<file path="src/rtl/iterative_alu.sv">
// Registered RV32I ALU (1-cycle latency) with an optional iterative RV32M mul/div unit.
// Define ITERATIVE_ALU_MULDIV_EN to build the mul/div path; otherwise codes 16-23 return 0.
module iterative_alu #(
    parameter int WIDTH = 32
) (
    input  logic             clk,
    input  logic             rst_n,
    input  logic             start,
    input  logic [4:0]       operation,
    input  logic [WIDTH-1:0] operand_1,
    input  logic [WIDTH-1:0] operand_2,
    output logic [WIDTH-1:0] result,
    output logic             zero,
    output logic             busy,
    output logic             done
);
    localparam int SHW = $clog2(WIDTH);

    logic [WIDTH-1:0] base_res;
    logic [SHW-1:0]   shamt;
    logic [WIDTH-1:0] result_q, result_d;
    logic             zero_q, zero_d, busy_q, busy_d, done_q, done_d;

    always_comb begin
        shamt    = operand_2[SHW-1:0];
        base_res = '0;
        case (operation)
            5'd0:    base_res = operand_1 + operand_2;
            5'd1:    base_res = operand_1 - operand_2;
            5'd2:    base_res = operand_1 & operand_2;
            5'd3:    base_res = operand_1 | operand_2;
            5'd4:    base_res = operand_1 ^ operand_2;
            5'd5:    base_res = operand_1 << shamt;
            5'd6:    base_res = operand_1 >> shamt;
            5'd7:    base_res = $signed(operand_1) >>> shamt;
            5'd8:    base_res = {{(WIDTH-1){1'b0}}, ($signed(operand_1) < $signed(operand_2))};
            5'd9:    base_res = {{(WIDTH-1){1'b0}}, (operand_1 < operand_2)};
            default: base_res = '0;
        endcase
    end

`ifdef ITERATIVE_ALU_MULDIV_EN
    typedef enum logic [1:0] {IDLE, RUN, FINISH} state_t;
    localparam logic [SHW:0] CNT_INIT = (SHW+1)'(WIDTH);

    state_t               state_q, state_d;
    logic [2*WIDTH-1:0]   acc_q, acc_d, prod;
    logic [WIDTH-1:0]     mq_q, mq_d, dvs_q, dvs_d;
    logic [WIDTH-1:0]     a_mag, b_mag, quo, rem;
    logic [WIDTH:0]       sum, trial;
    logic [SHW:0]         cnt_q, cnt_d;
    logic [4:0]           op_q, op_d;
    logic                 neg_q, neg_d, rneg_q, rneg_d;
    logic                 is_md, a_neg, b_neg;

    // mq holds the multiplier (shifted out LSB first) or the dividend/quotient
    // (shifted MSB out, quotient bit in); dvs holds multiplicand or divisor.
    always_comb begin
        is_md = (operation[4:3] == 2'b10);
        a_neg = operand_1[WIDTH-1] & (operation inside {5'd17, 5'd18, 5'd20, 5'd22});
        b_neg = operand_2[WIDTH-1] & (operation inside {5'd17, 5'd20, 5'd22});
        a_mag = a_neg ? -operand_1 : operand_1;
        b_mag = b_neg ? -operand_2 : operand_2;
        sum   = {1'b0, acc_q[2*WIDTH-1:WIDTH]} + (mq_q[0] ? {1'b0, dvs_q} : '0);
        trial = {acc_q[WIDTH-1:0], mq_q[WIDTH-1]} - {1'b0, dvs_q};
        prod  = neg_q ? -acc_q : acc_q;
        quo   = neg_q ? -mq_q : mq_q;
        rem   = rneg_q ? -acc_q[WIDTH-1:0] : acc_q[WIDTH-1:0];

        state_d  = state_q;
        acc_d    = acc_q;
        mq_d     = mq_q;
        dvs_d    = dvs_q;
        cnt_d    = cnt_q;
        op_d     = op_q;
        neg_d    = neg_q;
        rneg_d   = rneg_q;
        result_d = result_q;
        done_d   = 1'b0;
        busy_d   = busy_q;

        case (state_q)
            IDLE: if (start) begin
                if (is_md) begin
                    acc_d   = '0;
                    mq_d    = a_mag;
                    dvs_d   = b_mag;
                    cnt_d   = CNT_INIT;
                    op_d    = operation;
                    // Divide by zero keeps the all-ones quotient unsigned-looking.
                    neg_d   = (a_neg ^ b_neg) & (~operation[2] | (operand_2 != '0));
                    rneg_d  = a_neg;
                    busy_d  = 1'b1;
                    state_d = RUN;
                end else begin
                    result_d = base_res;
                    done_d   = 1'b1;
                end
            end
            RUN: begin
                if (op_q[2]) begin
                    if (!trial[WIDTH]) acc_d = {{WIDTH{1'b0}}, trial[WIDTH-1:0]};
                    else               acc_d = {{WIDTH{1'b0}}, acc_q[WIDTH-2:0], mq_q[WIDTH-1]};
                    mq_d = {mq_q[WIDTH-2:0], ~trial[WIDTH]};
                end else begin
                    acc_d = {sum, acc_q[WIDTH-1:1]};
                    mq_d  = mq_q >> 1;
                end
                cnt_d = cnt_q - 1'b1;
                if (cnt_q == (SHW+1)'(1)) state_d = FINISH;
            end
            FINISH: begin
                case (op_q[2:0])
                    3'd0:             result_d = prod[WIDTH-1:0];
                    3'd1, 3'd2, 3'd3: result_d = prod[2*WIDTH-1:WIDTH];
                    3'd4, 3'd5:       result_d = quo;
                    default:          result_d = rem;
                endcase
                done_d  = 1'b1;
                busy_d  = 1'b0;
                state_d = IDLE;
            end
            default: state_d = IDLE;
        endcase
    end

    always_ff @(posedge clk or negedge rst_n) begin
        if (!rst_n) begin
            state_q <= IDLE;
            acc_q   <= '0;
            mq_q    <= '0;
            dvs_q   <= '0;
            cnt_q   <= '0;
            op_q    <= '0;
            neg_q   <= 1'b0;
            rneg_q  <= 1'b0;
        end else begin
            state_q <= state_d;
            acc_q   <= acc_d;
            mq_q    <= mq_d;
            dvs_q   <= dvs_d;
            cnt_q   <= cnt_d;
            op_q    <= op_d;
            neg_q   <= neg_d;
            rneg_q  <= rneg_d;
        end
    end
`else
    always_comb begin
        result_d = start ? base_res : result_q;
        done_d   = start;
        busy_d   = 1'b0;
    end
`endif

    assign zero_d = (result_d == '0);

    always_ff @(posedge clk or negedge rst_n) begin
        if (!rst_n) begin
            result_q <= '0;
            zero_q   <= 1'b1;
            busy_q   <= 1'b0;
            done_q   <= 1'b0;
        end else begin
            result_q <= result_d;
            zero_q   <= zero_d;
            busy_q   <= busy_d;
            done_q   <= done_d;
        end
    end

    assign result = result_q;
    assign zero   = zero_q;
    assign busy   = busy_q;
    assign done   = done_q;
endmodule

</file>
<file path="config.mk">
export PLATFORM = sky130hd
export DESIGN_NAME = iterative_alu
export DESIGN_NICKNAME = d
export VERILOG_FILES = /design/src/rtl/iterative_alu.sv
export SDC_FILE = /design/constraint.sdc
export NUM_CORES = 1
export LEC_CHECK = 0
export CAP_MARGIN = 20
export CORE_UTILIZATION = 32
export CTS_CLUSTER_DIAMETER = 30
export DETAILED_ROUTE_END_ITERATION = 16
export HOLD_SLACK_MARGIN = 0.06
export PLACE_DENSITY = 0.52
export SKIP_LAST_GASP = 1
export SLEW_MARGIN = 25
export SYNTH_ARGS = -nofsm -noshare
export SYNTH_HDL_FRONTEND = slang
export SYNTH_SLANG_ARGS = --single-unit
</file>
<file path="constraint.sdc">
create_clock -name clk -period 5.5 [get_ports clk]
set_clock_uncertainty 0.2 [all_clocks]
set_input_delay 0.825 -clock clk [delete_from_list [all_inputs] [get_ports clk]]
set_output_delay 0.825 -clock clk [all_outputs]
set_load 0.05 [all_outputs]
</file>
==> results of run 1 <==
-- state kept, by name, summed over array words and instances (netlist names) --
name    flops
result     32
zero        1
done        1
-- worst reg2reg max path: stages (launching register included) --
cell	delay, ns
dfrtp_1	0.37
nor2b_1	0.15
a21oi_1	0.24
o2111ai_1	0.29
nor4_1	0.38
buf_4	0.23
a41oi_1	0.32
nor3_1	0.44
buf_4	0.18
nand4bb_1	0.12
nor4_2	0.34
buf_4	0.17
nand4b_1	0.12
and4b_1	0.28
-- metrics by stage --
stage,cell area [sq um],utilization
5_1_grt,14400,0.417
2_1_floorplan,11200,-
4_1_cts,14300,0.415
3_3_place_gp,14200,0.411
6_report,14400,0.417
3_5_place_dp,14200,0.411
-- power by group through the flow --
stage	combinational, mW	clock [mW]	sequential [mW]
after floorplan	0.694	0	0.322
after global placement	1.34	0	0.280
after detailed placement	1.33	0	0.280
after CTS	1.34	0.323	0.275
after global routing	1.46	0.332	0.276
final	1.39	0.313	0.275
-- Yosys cell counts, drive strengths merged, types with 6 or more instances --
cell	number	area [sq um]
a2111oi	14	124
a211oi	33	248
a21o	11	82.6
a21oi	96	484
a221o	11	110
a221oi	12	111
a22oi	11	82.6
a31oi	19	119
and2	13	81.3
and3	8	50.1
buf	43	226
clkbuf	74	278
dfrtp	33	826
ha	97	1210
inv	111	417
mux2	40	450
mux2i	67	671
mux4	39	878
nand2	133	499
nand2b	15	93.8
nand3	29	145
nand4	27	169
nor2	137	514
nor2b	30	188
nor3	37	185
nor4	17	106
o2111ai	13	114
o211a	6	60.1
o211ai	29	218
o21a	8	60.1
o21ai	78	390
o221ai	15	131
o22ai	22	138
o31a	7	61.3
o31ai	20	150
o41ai	7	61.3
or2	14	87.6
or3	11	68.8
or4	8	63.8
xnor2	21	184
-- final cells by class --
cell class / instances / area [sq um] / share of cell area
Clock buffer: 8 / 146 / 0.0102
Inverter: 112 / 420 / 0.0293
Multi-Input combinational cell: 1261 / 9440 / 0.657
Sequential cell: 34 / 852 / 0.0593
Tap cell: 455 / 569 / 0.0396
Timing Repair Buffer: 340 / 2940 / 0.205
-- worst min-delay path by stage --
stage / slack, ns / end / cells past startpoint / startpoint
final: 0.28 / result[27] / 1 / rst_n
after global routing: 0.30 / result[27] / 1 / rst_n
after CTS: 0.34 / result[19] / 2 / result[19]
after detailed placement: 0.32 / result[19] / 2 / result[19]
after global placement: 0.31 / result[19] / 2 / result[19]
after floorplan: 0.33 / done / 0 / rst_n
-- routing by layer --
metal	global-route usage	wire, um	vias to the layer above
met3	0.0617	6650	168
met4	0.160	3240	2
met2	0.587	30000	907
li1	-	-	6249
met1	0.510	28400	7007
met5	0	11	-
-- kinds of logic after synthesis --
group,Yosys count
buf+inv,229
mux,146
simple gates,503
flops,34
xor+xnor,25
fa+ha+maj,99
compound gates,487
other cells,1
==> flow_summary.ini, run 1 <==
[pwr]
p_switching_uw = 995
p_int_uw = 980
p_sw_frac = 0.504
clockPowerShare = 0.158
pwr_density_cell_nw_per_um2 = 138
pwr-share-seq = 0.139
pwr-share-comb = 0.702
irDropWorstVdd_mv = 0.100
power.leakage_nw = 6.14
power_mw = 1.98

[global_routing]
antenna_found_initial = 2
grt_max_degree = 83
grt_pass1_wl_mm = 97.8
overflow = 0
first_global_vias = 13700
track_usage = 0.376

[yosys]
async_reset_ff_frac = 1.00
netlist_area_sq_um = 11200
synth_top_family_by_area = compound AO/OA/AOI/OAI gates
synth_cell_types = 91
synth_xor_area_frac = 0.0196
syn-instance-count = 1524
ys_ff_latch = 34
ys_warn_count = 0
synthAdderAreaFrac = 0.112
synth.avg_cell_area_sq_um = 7.33
syn_nets = 1695
ys.flop_type = dfrtp_1
ys_seq_area_frac = 0.0763
yosys.area_share.simple = 0.221
synth-edff-count = 0
synth_mux_area_frac = 0.179
synth_compound_area_frac = 0.308

[clock_tree]
htreeDepth = 2
cts_tree = yes
clkTransAtPathRegs_ns = 0.06
cts.hold.buffers_added = 0
cts_root_buffer = clkbuf_16
cts_sinks = 34
cts_setup_buffers = 0
cts_resized = 0
numCtsBuffers = 5
clockBufferDepth = 2
worstSkewPairLatency_ns = 0.30

[place]
dp_cells = 2201
port_buffers = 105
gp_congestion = 1.01
pre_cts_slack_ns = -0.142
dp_hpwl_mm = 55.4

[sta]
finalMaxSlewViolations = 0
hold_ws_ns = 0.280
finalHoldViolCount = 0
rsz0062_at_grt = false
worst_slew_pin_slew_ns = 1.00
finalCriticalPeriod_ns = 5.29
setup_slack_ns = 0.206
fin_crit_sh = 0.963
setup_tns_ns = 0
max_freq_mhz = 189
setup-violations-final = 0
max_slew_margin = 0.324

[finish]
area_growth_pct = 28.6
antennaDiodeCount = 0
final_cells = 2210
mostFrequentLayoutCells = buf_4, nor2_1, nand2_1
mostFrequentLayoutCell = buf_4
drive_gt1_frac = 0.206
layout.nets = 1925
n_fill_cell = 3646

[routing]
route.vias.total = 14300
drt_first_pass_iters = 7
routed_wl_mm = 68.3
viasPerCell = 6.49
drtIter0Drc = 2090
detail-route-antenna-nets = 0
drc = 0
avgRoutedWirePerCell_um = 30.9

[worst_setup_path]
cp_data_required_time_ns = 5.55
path_buf_inv = 6
r2r_end = zero
path_delay_family = simple AND/OR/NAND/NOR gates
worst_path_most_repeated_cell = buf_4
end_kind = flop
cp-startpoint = operand_2[0]
crit_chain = buf_4, buf_12, buf_4, mux2i_1, mux2_2, or3_1, o2111ai_1, nor4_1, buf_4, a41oi_1, nor3_1, buf_4, nand4bb_1, nor4_2, buf_4, nand4b_1, and4b_1
ff2ff_setup_slack_ns = 1.63
worstSetupEndpoint = zero
start_kind = input port
cpPeakStageDelay_ns = 0.44
crit_cells = 17
r2r_cells = 13
crit_fanout = 35
arrival_ns = 5.34
regToRegStartpoint = result[8]
slowest_stage = nor3_1
critPathKind = in2reg

[floorplanning]
die_h_um = 189
dieArea_sq_um = 35700
die_w_um = 189
start_util = 0.324
io_pins = 107
row_count = 68
core_sq_um = 34500

[run]
maxCapViolations = 0

[outcome]
outcome = finished, final reports clean

[hold_path]
min_path_type = in2async
No activity file was read; power rests on OpenSTA's default activity.
==> run 2: changes to the inputs <==
- REMOVE_ABC_BUFFERS: unset -> 1
==> run 2 against run 1 <==
Against the previous run: core utilization decreased by 0.94 points; critical endpoint unchanged; clock power about the same; maximum frequency decreased by 0.49%; combinational power decreased by 4%; critical path depth unchanged; die area unchanged.
==> flow_summary.ini, run 2 (synthesis gave the netlist of run 1 again) <==
[finish]
largest_reg_flops = 32
mostFrequentLayoutCells = buf_4, nor2_1, nand2_1
utilization = 0.407
seq_area_sq_um = 852
design_area_sq_um = 14000
layout.nets = 1889
multi_input_area_sq_um = 9420
n_fill_cell = 3620
mostFrequentLayoutCell = buf_4
final_cells = 2175
area_growth_pct = 25.7
drive_gt1_frac = 0.188

[floorplanning]
die_w_um = 189
io_pins = 107
die_h_um = 189
dieArea_sq_um = 35700
core_sq_um = 34500
row_count = 68
start_util = 0.324

[place]
dp_hpwl_mm = 53.1
port_buffers = 105
gp_congestion = 1.02
dpl_cell_area_sq_um = 13900
dp_cells = 2166

[outcome]
outcome = finished, final reports clean

[worst_setup_path]
arrival_ns = 5.36
worst_path_most_repeated_cell = buf_4
cpPeakStageDelay_ns = 0.58
slowest_stage = a21oi_1
critPathKind = in2reg
start_kind = input port
crit_chain = clkdlybuf4s50_1, buf_4, inv_1, ha_1, buf_4, inv_1, a21oi_1, a211oi_1, o2111ai_1, nor2b_1, xnor2_1, o221ai_1, a2111o_1, nor4_2, buf_4, nand4b_1, and4b_1
crit_fanout = 8
cp_data_required_time_ns = 5.54
end_kind = flop

[clock_tree]
cts_tree = yes
cts_root_buffer = clkbuf_16
clkTransAtPathRegs_ns = 0.06
cts.hold.buffers_added = 0
htreeDepth = 2
clockBufferDepth = 2
numCtsBuffers = 5
cts_setup_buffers = 0
worstSkewPairLatency_ns = 0.30
cts_sinks = 34

[routing]
route.vias.total = 14000
drt_first_pass_iters = 8
drc = 0
avgRoutedWirePerCell_um = 30.0
routed_wl_mm = 65.2
detail-route-antenna-nets = 0
viasPerCell = 6.45
drtIter0Drc = 1945

[sta]
finalHoldViolCount = 0
setup-violations-final = 0
hold_ws_ns = 0.354
fin_crit_sh = 0.967
finalCriticalPeriod_ns = 5.32
finalMaxSlewViolations = 0
worst_slew_pin_slew_ns = 1.02
rsz0062_at_grt = false
max_freq_mhz = 188
max_slew_margin = 0.317

[run]
maxCapViolations = 0

[global_routing]
top_usage_layer = met2
grt_pass1_wl_mm = 94.4
met1_usage = 0.473
first_global_vias = 13600
track_usage = 0.361
use_met3 = 0.0719
grt_util_met2 = 0.565
antenna_found_initial = 2
grt_max_degree = 82
overflow = 0

[pwr]
power_mw = 1.93
pwr_density_cell_nw_per_um2 = 137
irDropWorstVdd_mv = 0.0963
power.leakage_nw = 5.95

[hold_path]
min_path_type = reg2reg
-- run 2: cell count changes in the layout (fill, tap and decap cells not counted), sizes merged --
cell | before | now
clkbuf | 8 | 6
clkinvlp | 0 | 1
buf | 240 | 204
diode | 0 | 1
clkinv | 1 | 2
-- run 2: final timing paths --
check / startpoint / endpoint / slack [ns] / cells past startpoint
setup / recovery: operand_1[5] / zero / 0.18 / 17
hold / removal: result[19] / result[19] / 0.35 / 2
setup reg to reg: result[8] / zero / 1.96 / 13
hold reg to reg: result[19] / result[19] / 0.35 / 2
max in group asynchronous: rst_n / result[6] / 4.00 / 1
min in group asynchronous: rst_n / result[25] / 0.48 / 1
-- run 2: area by class of cell --
cell class | count | share of cell area
Multi-Input combinational cell | 1261 | 0.671
Antenna cell | 1 | 0.000178
Timing Repair Buffer | 304 | 0.187
Sequential cell | 34 | 0.0607
Tap cell | 455 | 0.0406
Inverter | 112 | 0.0299
Clock inverter | 2 | 0.000891
Clock buffer | 6 | 0.00989
-- run 2: through the flow --
stage,setup slack (ns),setup TNS (ns)
after floorplan,0.466,0
after CTS,0.101,0
final,0.180,0
after detailed placement,-0.176,-0.176
after global placement,-0.414,-0.551
after global routing,0.00609,0
-- run 2: critical path, delay by kind of cell --
| kind | cells | cell delay (ns) |
|---|---|---|
| compound gates | 5 | 2.02 |
| xor+xnor | 1 | 0.14 |
| fa+ha+maj | 1 | 0.30 |
| buf+inv | 6 | 1.18 |
| simple gates | 4 | 0.88 |
-- run 2: where the power goes --
part / leakage [nW] / switching (mW) / internal (mW)
combinational: 5.41 / 0.828 / 0.513
clock: 0.0729 / 0.134 / 0.180
sequential: 0.462 / 0.0110 / 0.264
-- run 2: what timing repair did --
action,in CTS,in global routing
resized for setup,0,3
hold endpoints to repair,0,0
endpoints found under the setup margin,0,1
-- run 2: layer usage --
metal | part of all wire | wire [um]
met1 | 0.42 | 27300
met2 | 0.44 | 28600
met3 | 0.089 | 5830
met4 | 0.053 | 3440
met5 | 0.00018 | 12
